===== src/rtl/mem_pkg.sv =====
// mem_pkg: shared types for the memory-response stage.
//   load_op_e  - load kind carried from EX (LD_NONE for non-loads)
//   EXC_*      - exception codes carried alongside an instruction
//   is_load()  - true for any load kind
package mem_pkg;

   typedef enum logic [2:0] {
      LD_NONE = 3'd0,
      LD_LB   = 3'd1,
      LD_LBU  = 3'd2,
      LD_LH   = 3'd3,
      LD_LHU  = 3'd4,
      LD_LW   = 3'd5,
      LD_LWL  = 3'd6,
      LD_LWR  = 3'd7
   } load_op_e;

   localparam logic [4:0] EXC_INT  = 5'h00;
   localparam logic [4:0] EXC_ADEL = 5'h04;
   localparam logic [4:0] EXC_ADES = 5'h05;
   localparam logic [4:0] EXC_SYS  = 5'h08;
   localparam logic [4:0] EXC_BP   = 5'h09;
   localparam logic [4:0] EXC_RI   = 5'h0a;
   localparam logic [4:0] EXC_OV   = 5'h0c;

   function automatic logic is_load(input load_op_e op);
      return op != LD_NONE;
   endfunction

endpackage


===== src/rtl/load_align.sv =====
// load_align: combinational load-data alignment.
//   op     in  3   load kind (load_op_e encoding)
//   addr   in  2   low address bits of the load
//   word   in  32  raw memory word (or ALU result for non-loads)
//   gr_we  in  1   instruction writes a GPR
//   result out 32  aligned / extended value
//   strb   out 4   per-byte GPR write enable
import mem_pkg::*;

module load_align (
   input  logic [2:0]  op,
   input  logic [1:0]  addr,
   input  logic [31:0] word,
   input  logic        gr_we,
   output logic [31:0] result,
   output logic [3:0]  strb
);

   logic [7:0]  word_bytes [4];
   logic [7:0]  byte_sel;
   logic [15:0] half_sel;
   load_op_e    op_e;

   genvar gi;
   generate
      for (gi = 0; gi < 4; gi++) begin : g_bytes
         assign word_bytes[gi] = word[8*gi +: 8];
      end
   endgenerate

   assign op_e     = load_op_e'(op);
   assign byte_sel = word_bytes[addr];
   assign half_sel = addr[1] ? word[31:16] : word[15:0];

   always_comb begin
      result = word;
      strb   = {4{gr_we}};
      case (op_e)
         LD_LB:  result = {{24{byte_sel[7]}}, byte_sel};
         LD_LBU: result = {24'h0, byte_sel};
         LD_LH:  result = {{16{half_sel[15]}}, half_sel};
         LD_LHU: result = {16'h0, half_sel};
         LD_LW:  result = word;
         // Unaligned-left: the addressed bytes land in the top of the register.
         LD_LWL: begin
            case (addr)
               2'd0: begin result = {word[7:0], 24'h0};  strb = 4'b1000; end
               2'd1: begin result = {word[15:0], 16'h0}; strb = 4'b1100; end
               2'd2: begin result = {word[23:0], 8'h0};  strb = 4'b1110; end
               default: begin result = word;             strb = 4'b1111; end
            endcase
         end
         // Unaligned-right: the addressed bytes land in the bottom of the register.
         LD_LWR: begin
            case (addr)
               2'd0: begin result = word;                 strb = 4'b1111; end
               2'd1: begin result = {8'h0, word[31:8]};   strb = 4'b0111; end
               2'd2: begin result = {16'h0, word[31:16]}; strb = 4'b0011; end
               default: begin result = {24'h0, word[31:24]}; strb = 4'b0001; end
            endcase
         end
         default: result = word;
      endcase
   end

endmodule


===== src/rtl/mem_resp_stage.sv =====
// mem_resp_stage: EX->WB pipeline stage that waits for a load's data_ok.
//   Holds one instruction; a load leaves in its data_ok cycle when WB can
//   accept, otherwise the response is buffered. Responses owed to loads
//   cancelled by a flush are counted and discarded.
// Ports:
//   clk, resetn                   clock, async active-low reset
//   es_* / es_to_ms_valid         instruction from EX; ms_allowin back-pressure
//   es_req_owed, flush            flush and in-flight request accounting
//   data_sram_data_ok/rdata       in-order read responses
//   ws_allowin / ms_to_ws_valid   handshake to WB; ms_* result fields
//   ms_fwd_*                      bypass bytes and stall hint for consumers
import mem_pkg::*;

module mem_resp_stage #(
   parameter int MAX_OUTSTANDING = 2
) (
   input  logic        clk,
   input  logic        resetn,
   input  logic        es_to_ms_valid,
   output logic        ms_allowin,
   input  logic [31:0] es_pc,
   input  logic [31:0] es_result,
   input  logic [4:0]  es_dest,
   input  logic        es_gr_we,
   input  logic [2:0]  es_load_op,
   input  logic        es_req_issued,
   input  logic        es_ex,
   input  logic [4:0]  es_excode,
   input  logic        es_req_owed,
   input  logic        flush,
   input  logic        data_sram_data_ok,
   input  logic [31:0] data_sram_rdata,
   input  logic        ws_allowin,
   output logic        ms_to_ws_valid,
   output logic [31:0] ms_pc,
   output logic [31:0] ms_result,
   output logic [4:0]  ms_dest,
   output logic [3:0]  ms_gr_strb,
   output logic        ms_ex,
   output logic [4:0]  ms_excode,
   output logic [3:0]  ms_fwd_valid,
   output logic [4:0]  ms_fwd_dest,
   output logic [31:0] ms_fwd_data,
   output logic        ms_fwd_pending
);

   localparam int             DW       = $clog2(MAX_OUTSTANDING + 1);
   localparam logic [DW:0]    DROP_MAX = (DW+1)'(MAX_OUTSTANDING);

   logic          ms_valid_reg,  ms_valid_next;
   logic          waiting_reg,   waiting_next;
   logic          have_data_reg, have_data_next;
   logic [31:0]   data_buf_reg,  data_buf_next;
   logic [DW-1:0] drop_cnt_reg,  drop_cnt_next;
   logic [31:0]   pc_reg, result_reg;
   logic [4:0]    dest_reg, excode_reg;
   logic          gr_we_reg, ex_reg;
   logic [2:0]    load_op_reg;

   logic          drop_consume, own_resp, ms_ready_go, ms_leave, accept;
   logic          ld_active;
   logic [31:0]   load_data, align_word;
   logic [DW:0]   drop_sum;

   // Oldest response goes to the drop counter first, then to the held load.
   assign drop_consume = data_sram_data_ok && (drop_cnt_reg != '0);
   assign own_resp     = data_sram_data_ok && (drop_cnt_reg == '0) && ms_valid_reg && waiting_reg;

   assign ms_ready_go  = !waiting_reg || ((drop_cnt_reg == '0) && data_sram_data_ok);
   assign ms_allowin   = !ms_valid_reg || (ms_ready_go && ws_allowin);
   assign ms_leave     = ms_valid_reg && ms_ready_go && ws_allowin;
   assign accept       = es_to_ms_valid && ms_allowin && !flush;

   assign ms_to_ws_valid = ms_valid_reg && ms_ready_go && !flush;

   always_comb begin
      ms_valid_next  = ms_valid_reg;
      waiting_next   = waiting_reg;
      have_data_next = have_data_reg;
      data_buf_next  = data_buf_reg;
      if (own_resp) begin
         waiting_next = 1'b0;
         // Leaving now uses the bypass; only a stalled load needs the copy.
         if (!ms_leave) begin
            have_data_next = 1'b1;
            data_buf_next  = data_sram_rdata;
         end
      end
      if (ms_leave) ms_valid_next = 1'b0;
      if (accept) begin
         ms_valid_next  = 1'b1;
         waiting_next   = es_req_issued && !es_ex;
         have_data_next = 1'b0;
      end
      if (flush) begin
         ms_valid_next  = 1'b0;
         waiting_next   = 1'b0;
         have_data_next = 1'b0;
      end
   end

   // A flushed load still owed a response, plus a request stranded in EX,
   // both turn into responses that must be thrown away later.
   always_comb begin
      drop_sum = {1'b0, drop_cnt_reg} - {{DW{1'b0}}, drop_consume};
      if (flush) begin
         drop_sum = drop_sum + {{DW{1'b0}}, waiting_reg && !own_resp}
                             + {{DW{1'b0}}, es_req_owed};
      end
      if (drop_sum > DROP_MAX) drop_cnt_next = DROP_MAX[DW-1:0];
      else                     drop_cnt_next = drop_sum[DW-1:0];
   end

   always_ff @(posedge clk or negedge resetn) begin
      if (!resetn) begin
         ms_valid_reg  <= 1'b0;
         waiting_reg   <= 1'b0;
         have_data_reg <= 1'b0;
         data_buf_reg  <= '0;
         drop_cnt_reg  <= '0;
         pc_reg        <= '0;
         result_reg    <= '0;
         dest_reg      <= '0;
         gr_we_reg     <= 1'b0;
         load_op_reg   <= LD_NONE;
         ex_reg        <= 1'b0;
         excode_reg    <= '0;
      end else begin
         ms_valid_reg  <= ms_valid_next;
         waiting_reg   <= waiting_next;
         have_data_reg <= have_data_next;
         data_buf_reg  <= data_buf_next;
         drop_cnt_reg  <= drop_cnt_next;
         if (accept) begin
            pc_reg      <= es_pc;
            result_reg  <= es_result;
            dest_reg    <= es_dest;
            gr_we_reg   <= es_gr_we;
            load_op_reg <= es_load_op;
            ex_reg      <= es_ex;
            excode_reg  <= es_excode;
         end
      end
   end

   assign ld_active  = is_load(load_op_e'(load_op_reg));
   assign load_data  = have_data_reg ? data_buf_reg : data_sram_rdata;
   assign align_word = ld_active ? load_data : result_reg;

   load_align u_align (
      .op     (load_op_reg),
      .addr   (result_reg[1:0]),
      .word   (align_word),
      .gr_we  (gr_we_reg),
      .result (ms_result),
      .strb   (ms_gr_strb)
   );

   assign ms_pc          = pc_reg;
   assign ms_dest        = dest_reg;
   assign ms_ex          = ms_valid_reg && ex_reg;
   assign ms_excode      = excode_reg;
   assign ms_fwd_valid   = ms_valid_reg ? ms_gr_strb : 4'b0000;
   assign ms_fwd_dest    = dest_reg;
   assign ms_fwd_data    = ms_result;
   assign ms_fwd_pending = ms_valid_reg && ld_active && !ms_ready_go;

endmodule


===== config.mk =====
export PLATFORM = sky130hd
export DESIGN_NAME = mem_resp_stage
export DESIGN_NICKNAME = d
export VERILOG_FILES = /design/src/rtl/mem_pkg.sv /design/src/rtl/load_align.sv /design/src/rtl/mem_resp_stage.sv
export SDC_FILE = /design/constraint.sdc
export NUM_CORES = 1
export LEC_CHECK = 0
export BUFFER_PORTS_ARGS = -buffer_cell sky130_fd_sc_hd__buf_2
export CAP_MARGIN = 20
export CORE_ASPECT_RATIO = 1.75
export CORE_MARGIN = 1
export CORE_UTILIZATION = 45
export DETAILED_ROUTE_END_ITERATION = 10
export HOLD_SLACK_MARGIN = 0.02
export PLACE_DENSITY_LB_ADDON = 0.05
export SYNTH_ARGS = -nofsm -noshare
export SYNTH_HDL_FRONTEND = slang
export SYNTH_SLANG_ARGS = --single-unit

===== constraint.sdc =====
create_clock -name clk -period 2.8 [get_ports clk]
set_clock_uncertainty 0.2 [all_clocks]
set_input_delay 0.28 -clock clk [delete_from_list [all_inputs] [get_ports clk]]
set_output_delay 0.28 -clock clk [all_outputs]
set_load 0.005 [all_outputs]

==> impl_metrics.tcl, run 1 <==
set metrics [dict create \
    outcome "finished with violations" \
    violations "negative setup slack" \
    area_growth_pct 66.2 \
    cp_max_fo 11 \
    gp_congestion 0.939 \
    maxSlewHeadroom_pct 66.4 \
    place_inst 1050 \
    dr.pass1.iters 4 \
    dr_total_vias 6874 \
    cp_slowest_cell "or3_4" \
    core_area_um2 15300 \
    async_reset_ff_share_pct 100 \
    start_util_pct 46.0 \
    grt_pass1_wl_um 39100 \
    drive_gt1_share_pct 51.7 \
    clockPowerShare_pct 29.5 \
    cp_common_cell "mux2i_1" \
    critPathMaxStageDelay_ns 0.48 \
    wirelength_um 25700 \
    dp_hpwl_um 16400 \
    synth_warnings 0 \
    via_per_inst 5.47 \
    slew_violations 0 \
    syn_nets 769 \
    p_switching_uw 2750 \
    cell_internal_pwr_uw 5220 \
    critPathRequiredTime_ns 2.32 \
    ys_types 65 \
    antenna_found_initial 2 \
    die_area_um2 16200 \
    drc 0 \
    synthCells 646 \
    track_usage_pct 30.9 \
    arrival_ns 2.63 \
    power_frac_seq_pct 27.1 \
    rows 60 \
    ys_seq_area_share_pct 41.2 \
    worstMarginPinSlew_ns 0.503 \
    min_path_type "input port to flop" \
    numPortBuffers 241 \
    antenna_left 0 \
    cts_sinks 116 \
    comb_power_share_pct 43.4 \
    r2r-end "have_data_reg$_DFFE_PN0P_" \
    syn_area_per_cell_um2 10.9 \
    rsz0062_at_grt "true" \
    die-height_um 168 \
    hold_viol_final 0 \
    path_class "flop to output pin" \
    p_leak_uw 0.00533 \
    setup_slack_ns -0.310 \
    ir_worst_vdd_mv 0.511 \
    ys_seq_elements 116 \
    cap_violations 0 \
    yosys.area.top_type_share_pct 41.2 \
    htreeDepth 4 \
    fp.dieW_um 96.6 \
    drt_iter0_drc 259 \
    clock_path_buffers 2 \
    period_needed_ns 3.11 \
    synthFlopType "dfrtp_1" \
    fin_util_pct 76.5 \
    swShare_pct 34.5 \
    syn_area_um2 7050 \
    nNetsFinal 1178 \
    hold_path_depth 3 \
    cts_buffers 17 \
    clockRootBuffer "clkbuf_16" \
    rrSetupSlack_ns 0.31 \
    hp-start "ws_allowin" \
    clk_pin_slew_ns 0.06 \
    min_period_over_period_pct 111 \
    grt_max_degree 64 \
    wl_per_cell_um 20.4 \
    ys_top_cells_by_area "dfrtp_1, mux2_1, mux2i_1" \
    crit_path_start_kind "flop" \
    instances_no_fill 1256 \
    yosysTopAreaCell "dfrtp_1" \
    cts_tree "done" \
    fillers 1054 \
    clk_latency_ns 0.41 \
    power_density_nw_per_um2 681 \
    worstSetupEndpointType "output pin" \
    grt_pass1_vias 7386 \
    fmaxAchievable_ghz 0.322 \
    synth_edf_count 0 \
    timing.rr.start "drop_cnt_reg[1]$_DFF_PN0_" \
    io_pins 242 \
    grt-ovfl-total 0 \
    ff2ff_path_depth 6 \
    hold-path-endpoint "ms_valid_reg$_DFFE_PN0P_" \
    cp_cell_sequence "or3_4 > buf_6 > mux2i_4 > mux2i_1 > mux2i_1 > o22ai_1 > or2_1 > buf_2" \
    finalSetupViolCount 64 \
]
## what timing repair did
action	4_1_cts	5_1_grt
endpoints found under the hold margin	147	0
hold buffers	116	0
resized for setup	86	88
setup endpoints to repair	64	64
buffers inserted	32	20
pin swaps	11	14
gates cloned	4	1
## per-layer routing
metal / wire [um] / part of all wire, % / up-vias / global-route usage, %
li1: - / - / 3129 / -
met1: 9190 / 36 / 3351 / 33.3
met2: 14000 / 55 / 316 / 57.2
met3: 1270 / 4.9 / 78 / 5.55
met4: 1170 / 4.6 / 0 / 15.4
met5: 0 / 0 / - / 0
## cell usage in the layout (no fill, tap or decap), types with 4 or more instances in the layout
cell           count
a21oi_2            9
o22ai_1            6
a21oi_4           13
mux2_2            41
clkinv_4           4
nand2_1           31
inv_1              9
buf_4             78
nand2b_1           8
nor2_1            35
buf_2            240
nor2_2             8
mux2i_2           14
o21ai_1            5
o21ai_0            6
mux2i_1           30
o22ai_4            4
o22ai_2            5
buf_6             15
dfrtp_1          114
buf_12            10
nor3_4             4
bufinv_16          4
and2_1             7
dlygate4sd3_1    116
a32oi_2            7
nor2b_1           10
mux2_1            79
nor2_4             7
mux2i_4           11
a21oi_1           17
o221ai_2           7
clkbuf_16         18
## cells by family (layout without fill, tap and decap cells)
| logic type | after synthesis | after routing | share of synthesized area [%] |
|---|---|---|---|
| and+or+nand+nor | 138 | 138 | 9.73 |
| muxes | 179 | 179 | 28.5 |
| DFF | 116 | 116 | 41.2 |
| xor gates and xnor gates | 2 | 2 | 0.249 |
| buffers and inverters | 87 | 509 | 7.37 |
| AOI/OAI and AO/OA | 120 | 120 | 12.1 |
| adders and majority gates | 4 | 4 | 0.817 |
| other | 0 | 2 | 0 |
## through the flow
| step | setup TNS [ns] | hold slack (ns) | area (um^2) | setup slack [ns] | total power (uW) |
|---|---|---|---|---|---|
| 4_1_cts | -12.36 | 0.0724 | 11100 | -0.275 | 7590 |
| 6_report | -13.08 | 0.0878 | 11700 | -0.310 | 7970 |
| 3_5_place_dp | -0.758 | 0.0568 | 8520 | -0.0836 | 4650 |
| 3_3_place_gp | -0.418 | 0.0497 | 8520 | -0.0681 | 4590 |
| 5_1_grt | -17.91 | 0.0793 | 11700 | -0.383 | 8340 |
| 2_1_floorplan | 0 | -0.216 | 7050 | 0.216 | 3720 |
## cell type report
class                      instances  area (um^2)  area share, %
clock inverter                    14          201           1.72
tap                              186          233           1.99
sequential                       116         2910           24.8
antenna                            2         5.00         0.0427
multi-input combinational        443         4400           37.5
timing repair buffer             467         3500           29.9
inverter                          10         41.3          0.353
clock buffer                      18          429           3.66
## worst max path at each step
| stage | cells past startpoint | slack, ns | end | from |
|---|---|---|---|---|
| final | 8 | -0.31 | ms_result[29] | load_op_reg[2]$_DFFE_PN0P_ |
| after global routing | 12 | -0.38 | ms_fwd_data[26] | load_op_reg[0]$_DFFE_PN0P_ |
| after CTS | 8 | -0.27 | ms_fwd_data[29] | load_op_reg[0]$_DFFE_PN0P_ |
| after detailed placement | 8 | -0.08 | ms_fwd_data[20] | load_op_reg[2]$_DFFE_PN0P_ |
| after global placement | 8 | -0.07 | ms_result[20] | load_op_reg[2]$_DFFE_PN0P_ |
| after floorplan | 10 | 0.22 | ms_result[10] | have_data_reg$_DFFE_PN0P_ |
## power groups by stage
stage	clock (uW)	sequential (uW)	combinational, uW
after floorplan	0	2130	1600
after global placement	0	2130	2450
after detailed placement	0	2150	2500
after CTS	2390	2130	3070
after global routing	2460	2190	3690
final	2350	2160	3460
## critical path, delay by kind of cell (launching register included)
kind	cells	cell delay [ns]
simple gates	2	0.71
compound gates	1	0.12
mux	3	0.63
flops	1	0.39
buf+inv	2	0.35
## synthesized netlist by cell type, types with 2 or more instances
master / count
xor2_1: 2
mux2_1: 80
a32oi_1: 8
a2111oi_0: 3
o21ai_0: 8
mux2i_4: 2
and2_1: 9
nor2_1: 48
mux2i_2: 4
a21o_1: 3
o221ai_1: 9
nor2_2: 2
buf_6: 2
nand3_1: 3
buf_1: 5
mux4_2: 2
buf_4: 40
nor2b_1: 11
nand2b_1: 9
a21oi_1: 39
inv_1: 10
a22oi_1: 4
a211oi_1: 5
and3_1: 2
nand2_1: 32
mux2i_1: 49
buf_2: 22
o211ai_1: 3
dfrtp_1: 116
nor3_1: 5
mux2_2: 42
clkbuf_1: 8
o22ai_1: 15
ha_1: 3
and3b_1: 3
or3_1: 3
o31ai_1: 3
o21ai_1: 5
Power figures use the tool's default switching activity.
==> run 2: changes to the inputs <==
--- a/config.mk
+++ b/config.mk
@@ -13,6 +13,7 @@
 export DETAILED_ROUTE_END_ITERATION = 10
 export HOLD_SLACK_MARGIN = 0.02
 export PLACE_DENSITY_LB_ADDON = 0.05
+export REMOVE_ABC_BUFFERS = 1
 export SYNTH_ARGS = -nofsm -noshare
 export SYNTH_HDL_FRONTEND = slang
 export SYNTH_SLANG_ARGS = --single-unit
==> constraint.sdc (replaced) <==
create_clock -name clk -period 4 [get_ports clk]
set_clock_uncertainty 0.2 [all_clocks]
set_input_delay 0.4 -clock clk [delete_from_list [all_inputs] [get_ports clk]]
set_output_delay 0.4 -clock clk [all_outputs]
set_load 0.05 [all_outputs]
==> run 2 against run 1 <==
The flow now finishes without violations; die area stayed put; sequential share of layout area is 5.4 points higher; clock-buffer cell count is 1 lower; cell count is 9.9% lower; critical endpoint is now ms_result[6].
==> impl_metrics.tcl, run 2 (same netlist as run 1, synthesis figures left out) <==
set metrics [dict create \
    maxSlewHeadroom_pct 24.3 \
    htreeDepth 4 \
    instances_no_fill 1132 \
    finalSetupViolCount 0 \
    numPortBuffers 241 \
    drive_gt1_share_pct 38.2 \
    cap_violations 0 \
    die-height_um 168 \
    grt_pass1_wl_um 34500 \
    cp_cell_sequence "buf_4 > nor2b_1 > nor3_2 > a211oi_1 > o221ai_1 > buf_2" \
    worstMarginPinSlew_ns 1.13 \
    critPathMaxStageDelay_ns 0.92 \
    crit_path_start_kind "flop" \
    nNetsFinal 1056 \
    drc 0 \
    rows 60 \
    n_antenna_cell 0 \
    area_growth_pct 36.7 \
    dp_hpwl_um 15100 \
    hold_viol_final 0 \
    wl_per_cell_um 19.3 \
    cp_slowest_cell "a211oi_1" \
    fp.dieW_um 96.6 \
    path_class "flop to output pin" \
    cts_sinks 116 \
    grt-ovfl-total 0 \
    tns_ns 0 \
    power_density_nw_per_um2 641 \
    gp_congestion 0.901 \
    antenna_left 0 \
    final_cell_mix "buf_2, dfrtp_1, dlygate4sd3_1" \
    grt_pass1_vias 6691 \
    layout_commonest_cell "buf_2" \
    clock_path_buffers 2 \
    wirelength_um 21900 \
    slew_violations 0 \
    io_pins 242 \
    critPathRequiredTime_ns 3.40 \
    cts_tree "done" \
    cts_buffers 17 \
    clk_latency_ns 0.42 \
    grt_max_degree 74 \
    min_path_type "input port to flop" \
    die_area_um2 16200 \
    via_per_inst 5.58 \
    p_leak_uw 0.00454 \
    dr.pass1.iters 5 \
    postLayoutCellArea_um2 9640 \
    fmaxAchievable_ghz 0.254 \
    place_area_um2 8170 \
    worstSetupEndpointType "output pin" \
    cp_max_fo 22 \
    ir_worst_vdd_mv 0.362 \
    place_inst 1014 \
    min_period_over_period_pct 98.3 \
    dp_slack_ns 0.485 \
    start_util_pct 46.0 \
    arrival_ns 3.33 \
    clk_pin_slew_ns 0.07 \
    outcome "completed" \
    rsz0062_at_grt "true" \
    hold_ws_ns 0.0210 \
    core_area_um2 15300 \
    dr_total_vias 6312 \
    clockRootBuffer "clkbuf_16" \
    setup_slack_ns 0.0673 \
    track_usage_pct 27.3 \
    antenna_found_initial 0 \
    period_needed_ns 3.93 \
    drt_iter0_drc 340 \
]
-- run 2: path summary, 6_finish.rpt --
path	slack [ns]	depth (start not counted)	start	end
worst min register to register	0.28	1	ms_pc[13]$_DFFE_PN0P_	ms_pc[13]$_DFFE_PN0P_
min in group asynchronous	0.44	2	resetn	data_buf_reg[29]$_DFFE_PN0P_
worst min-delay path	0.02	2	es_result[24]	result_reg[24]$_DFFE_PN0P_
worst max register to register	1.33	7	drop_cnt_reg[1]$_DFF_PN0_	ms_dest[4]$_DFFE_PN0P_
max in group asynchronous	2.20	3	resetn	data_buf_reg[17]$_DFFE_PN0P_
worst max-delay path	0.07	6	load_op_reg[0]$_DFFE_PN0P_	ms_result[6]
-- run 2: critical path, delay by kind of cell (launching register included) --
| family | cells | cell delay [ns] |
|---|---|---|
| AO/OA/AOI/OAI | 2 | 1.34 |
| flip-flops | 1 | 0.34 |
| AND/OR/NAND/NOR | 2 | 0.64 |
| buffers and inverters | 2 | 0.58 |
-- run 2: metrics by stage --
stage,total power [uW],util [%]
finish,6180,62.9
global route,6420,62.9
CTS,6200,62.8
detailed placement,4470,53.3
global placement,4430,53.3
floorplan,3700,-
-- run 2: timing repair --
action,CTS,global route
setup buffers,0,3
setup endpoints to repair,0,14
resized for setup,0,1
endpoints found under the hold margin,153,0
hold buffers,83,0
-- run 2: per-layer routing --
layer | vias up | part of all wire [%] | global-route usage [%]
li1 | 2896 | - | -
met1 | 3086 | 37 | 29.4
met2 | 279 | 54 | 50.3
met3 | 51 | 5.5 | 5.13
met4 | 0 | 3.4 | 13.7
met5 | - | 0 | 0
-- run 2: final cells by class --
cell class	count	area (um^2)
Sequential cell	116	2910
Timing Repair Buffer	345	2200
Clock inverter	15	191
Multi-Input combinational cell	443	3650
Clock buffer	17	425
Inverter	10	37.5
Tap cell	186	233
Fill cell	1311	5680
-- run 2: report_power, final --
group	total (uW)	leakage (uW)	internal (uW)	switching [uW]
clock network	1640	0.000298	998	643
logic	3040	0.00282	802	2240
registers	1500	0.00142	1370	124
==> run 3: changes to the inputs <==
--- a/config.mk
+++ b/config.mk
@@ -14,6 +14,7 @@
 export HOLD_SLACK_MARGIN = 0.02
 export PLACE_DENSITY_LB_ADDON = 0.05
 export REMOVE_ABC_BUFFERS = 1
+export SETUP_SLACK_MARGIN = 0.4
 export SYNTH_ARGS = -nofsm -noshare
 export SYNTH_HDL_FRONTEND = slang
 export SYNTH_SLANG_ARGS = --single-unit
==> run 3 against run 2 <==
Clock power about the same; register-to-register slack about the same; final area up 2.3%; largest power group unchanged; critical path depth up 3; highest routed layer unchanged; utilization up 1.5 points.
==> impl_metrics.tcl, run 3 (same netlist as run 1, synthesis figures left out) <==
set metrics [dict create \
    wirelength_um 22200 \
    htreeDepth 4 \
    drt-met1-wl_um 7980 \
    wl_met3_um 1340 \
    fmaxAchievable_ghz 0.280 \
    p_leak_uw 0.00461 \
    io_pins 242 \
    via_per_inst 5.61 \
    die-height_um 168 \
    cts_sinks 116 \
    fillers 1280 \
    grt_max_degree 74 \
    area_growth_pct 39.9 \
    n_antenna_cell 0 \
    worstMarginPinSlew_ns 0.964 \
    worstSetupEndpointType "output pin" \
    fp.dieW_um 96.6 \
    track_usage_pct 27.3 \
    gp_congestion 0.901 \
    numPortBuffers 241 \
    grt_pass1_vias 6711 \
    critPathRequiredTime_ns 3.40 \
    ir_worst_vdd_mv 0.366 \
    power_density_nw_per_um2 639 \
    wl_per_cell_um 19.5 \
    rsz0062_at_grt "true" \
    finalSetupViolCount 0 \
    dp_slack_ns 0.485 \
    min_path_type "input port to flop" \
    dp_hpwl_um 15100 \
    clk_pin_slew_ns 0.07 \
    start_util_pct 46.0 \
    multi_input_area_um2 3730 \
    core_area_um2 15300 \
    dr.pass1.iters 5 \
    nNetsFinal 1064 \
    top_layer_used "met4" \
    path_class "flop to output pin" \
    tns_ns 0 \
    maxSlewHeadroom_pct 35.3 \
    postLayoutCellArea_um2 9860 \
    layout_commonest_cell "buf_2" \
    antenna_left 0 \
    drive_gt1_share_pct 40.5 \
    drt_iter0_drc 320 \
    cap_violations 0 \
    outcome "completed" \
    place_area_um2 8170 \
    drc 0 \
    rows 60 \
    min_period_over_period_pct 89.1 \
    cts_tree "done" \
    setup_slack_ns 0.435 \
    clk_latency_ns 0.42 \
    grt_pass1_wl_um 34600 \
    crit_path_start_kind "flop" \
    antenna_found_initial 0 \
    power.total_uw 6300 \
    cp_max_fo 5 \
    wl_met2_um 12100 \
    period_needed_ns 3.57 \
    hold_ws_ns 0.0235 \
    dr_total_vias 6395 \
    die_area_um2 16200 \
    clock_path_buffers 2 \
    hold_viol_final 0 \
    cts_buffers 17 \
    slew_violations 0 \
    grt-ovfl-total 0 \
    clockRootBuffer "clkbuf_16" \
    final_cell_mix "buf_2, dfrtp_1, dlygate4sd3_1" \
    arrival_ns 2.97 \
    ff_latch_area_um2 2910 \
]
## run 3: final cells by class
class,instances,share of cell area [%]
Clock inverter,15,1.94
Tap cell,186,2.36
Clock buffer,17,4.31
Inverter,10,0.381
Multi-Input combinational cell,443,37.9
Sequential cell,116,29.5
Timing Repair Buffer,353,23.6
## run 3: critical path, stage by stage, from the launching register on
cell	delay, ns
dfrtp_4	0.54
buf_4	0.17
mux2i_1	0.13
mux4_2	0.51
or2_4	0.30
o41ai_4	0.07
buf_4	0.21
nor2b_1	0.05
o22ai_1	0.26
clkbuf_4	0.31
## run 3: path summary, 6_finish.rpt
path | end | start | cells after the start | slack [ns]
worst max-delay path | ms_fwd_data[24] | have_data_reg$_DFFE_PN0P_ | 9 | 0.43
worst min-delay path | result_reg[24]$_DFFE_PN0P_ | es_result[24] | 2 | 0.02
worst max register to register | ms_dest[4]$_DFFE_PN0P_ | drop_cnt_reg[1]$_DFF_PN0_ | 7 | 1.33
worst min register to register | ms_pc[13]$_DFFE_PN0P_ | ms_pc[13]$_DFFE_PN0P_ | 1 | 0.28
max in group asynchronous | result_reg[1]$_DFFE_PN0P_ | resetn | 3 | 2.18
min in group asynchronous | data_buf_reg[29]$_DFFE_PN0P_ | resetn | 2 | 0.43
## run 3: timing repair
| action | in CTS | in global routing |
|---|---|---|
| resized for setup | 16 | 36 |
| endpoints found under the setup margin | 64 | 59 |
| pin swaps | 2 | 2 |
| hold buffers | 83 | 0 |
| endpoints found under the hold margin | 153 | 0 |
| setup buffers | 8 | 3 |
## run 3: layer usage
layer  GRT usage [%]  vias up
met5               0        -
met3            5.01       65
met1            29.5     3105
met4            13.6        0
li1                -     2918
met2            50.5      307
## run 3: through the flow
step	cells	util (%)
floorplan	569	-
global placement	1014	53.3
detailed placement	1014	53.3
CTS	1137	63.5
global route	1140	64.4
finish	1140	64.4
## run 3: report_power, final
group | switching, uW | internal, uW | total, uW
combinational | 2270 | 888 | 3160
clock | 644 | 998 | 1640
sequential | 127 | 1370 | 1500
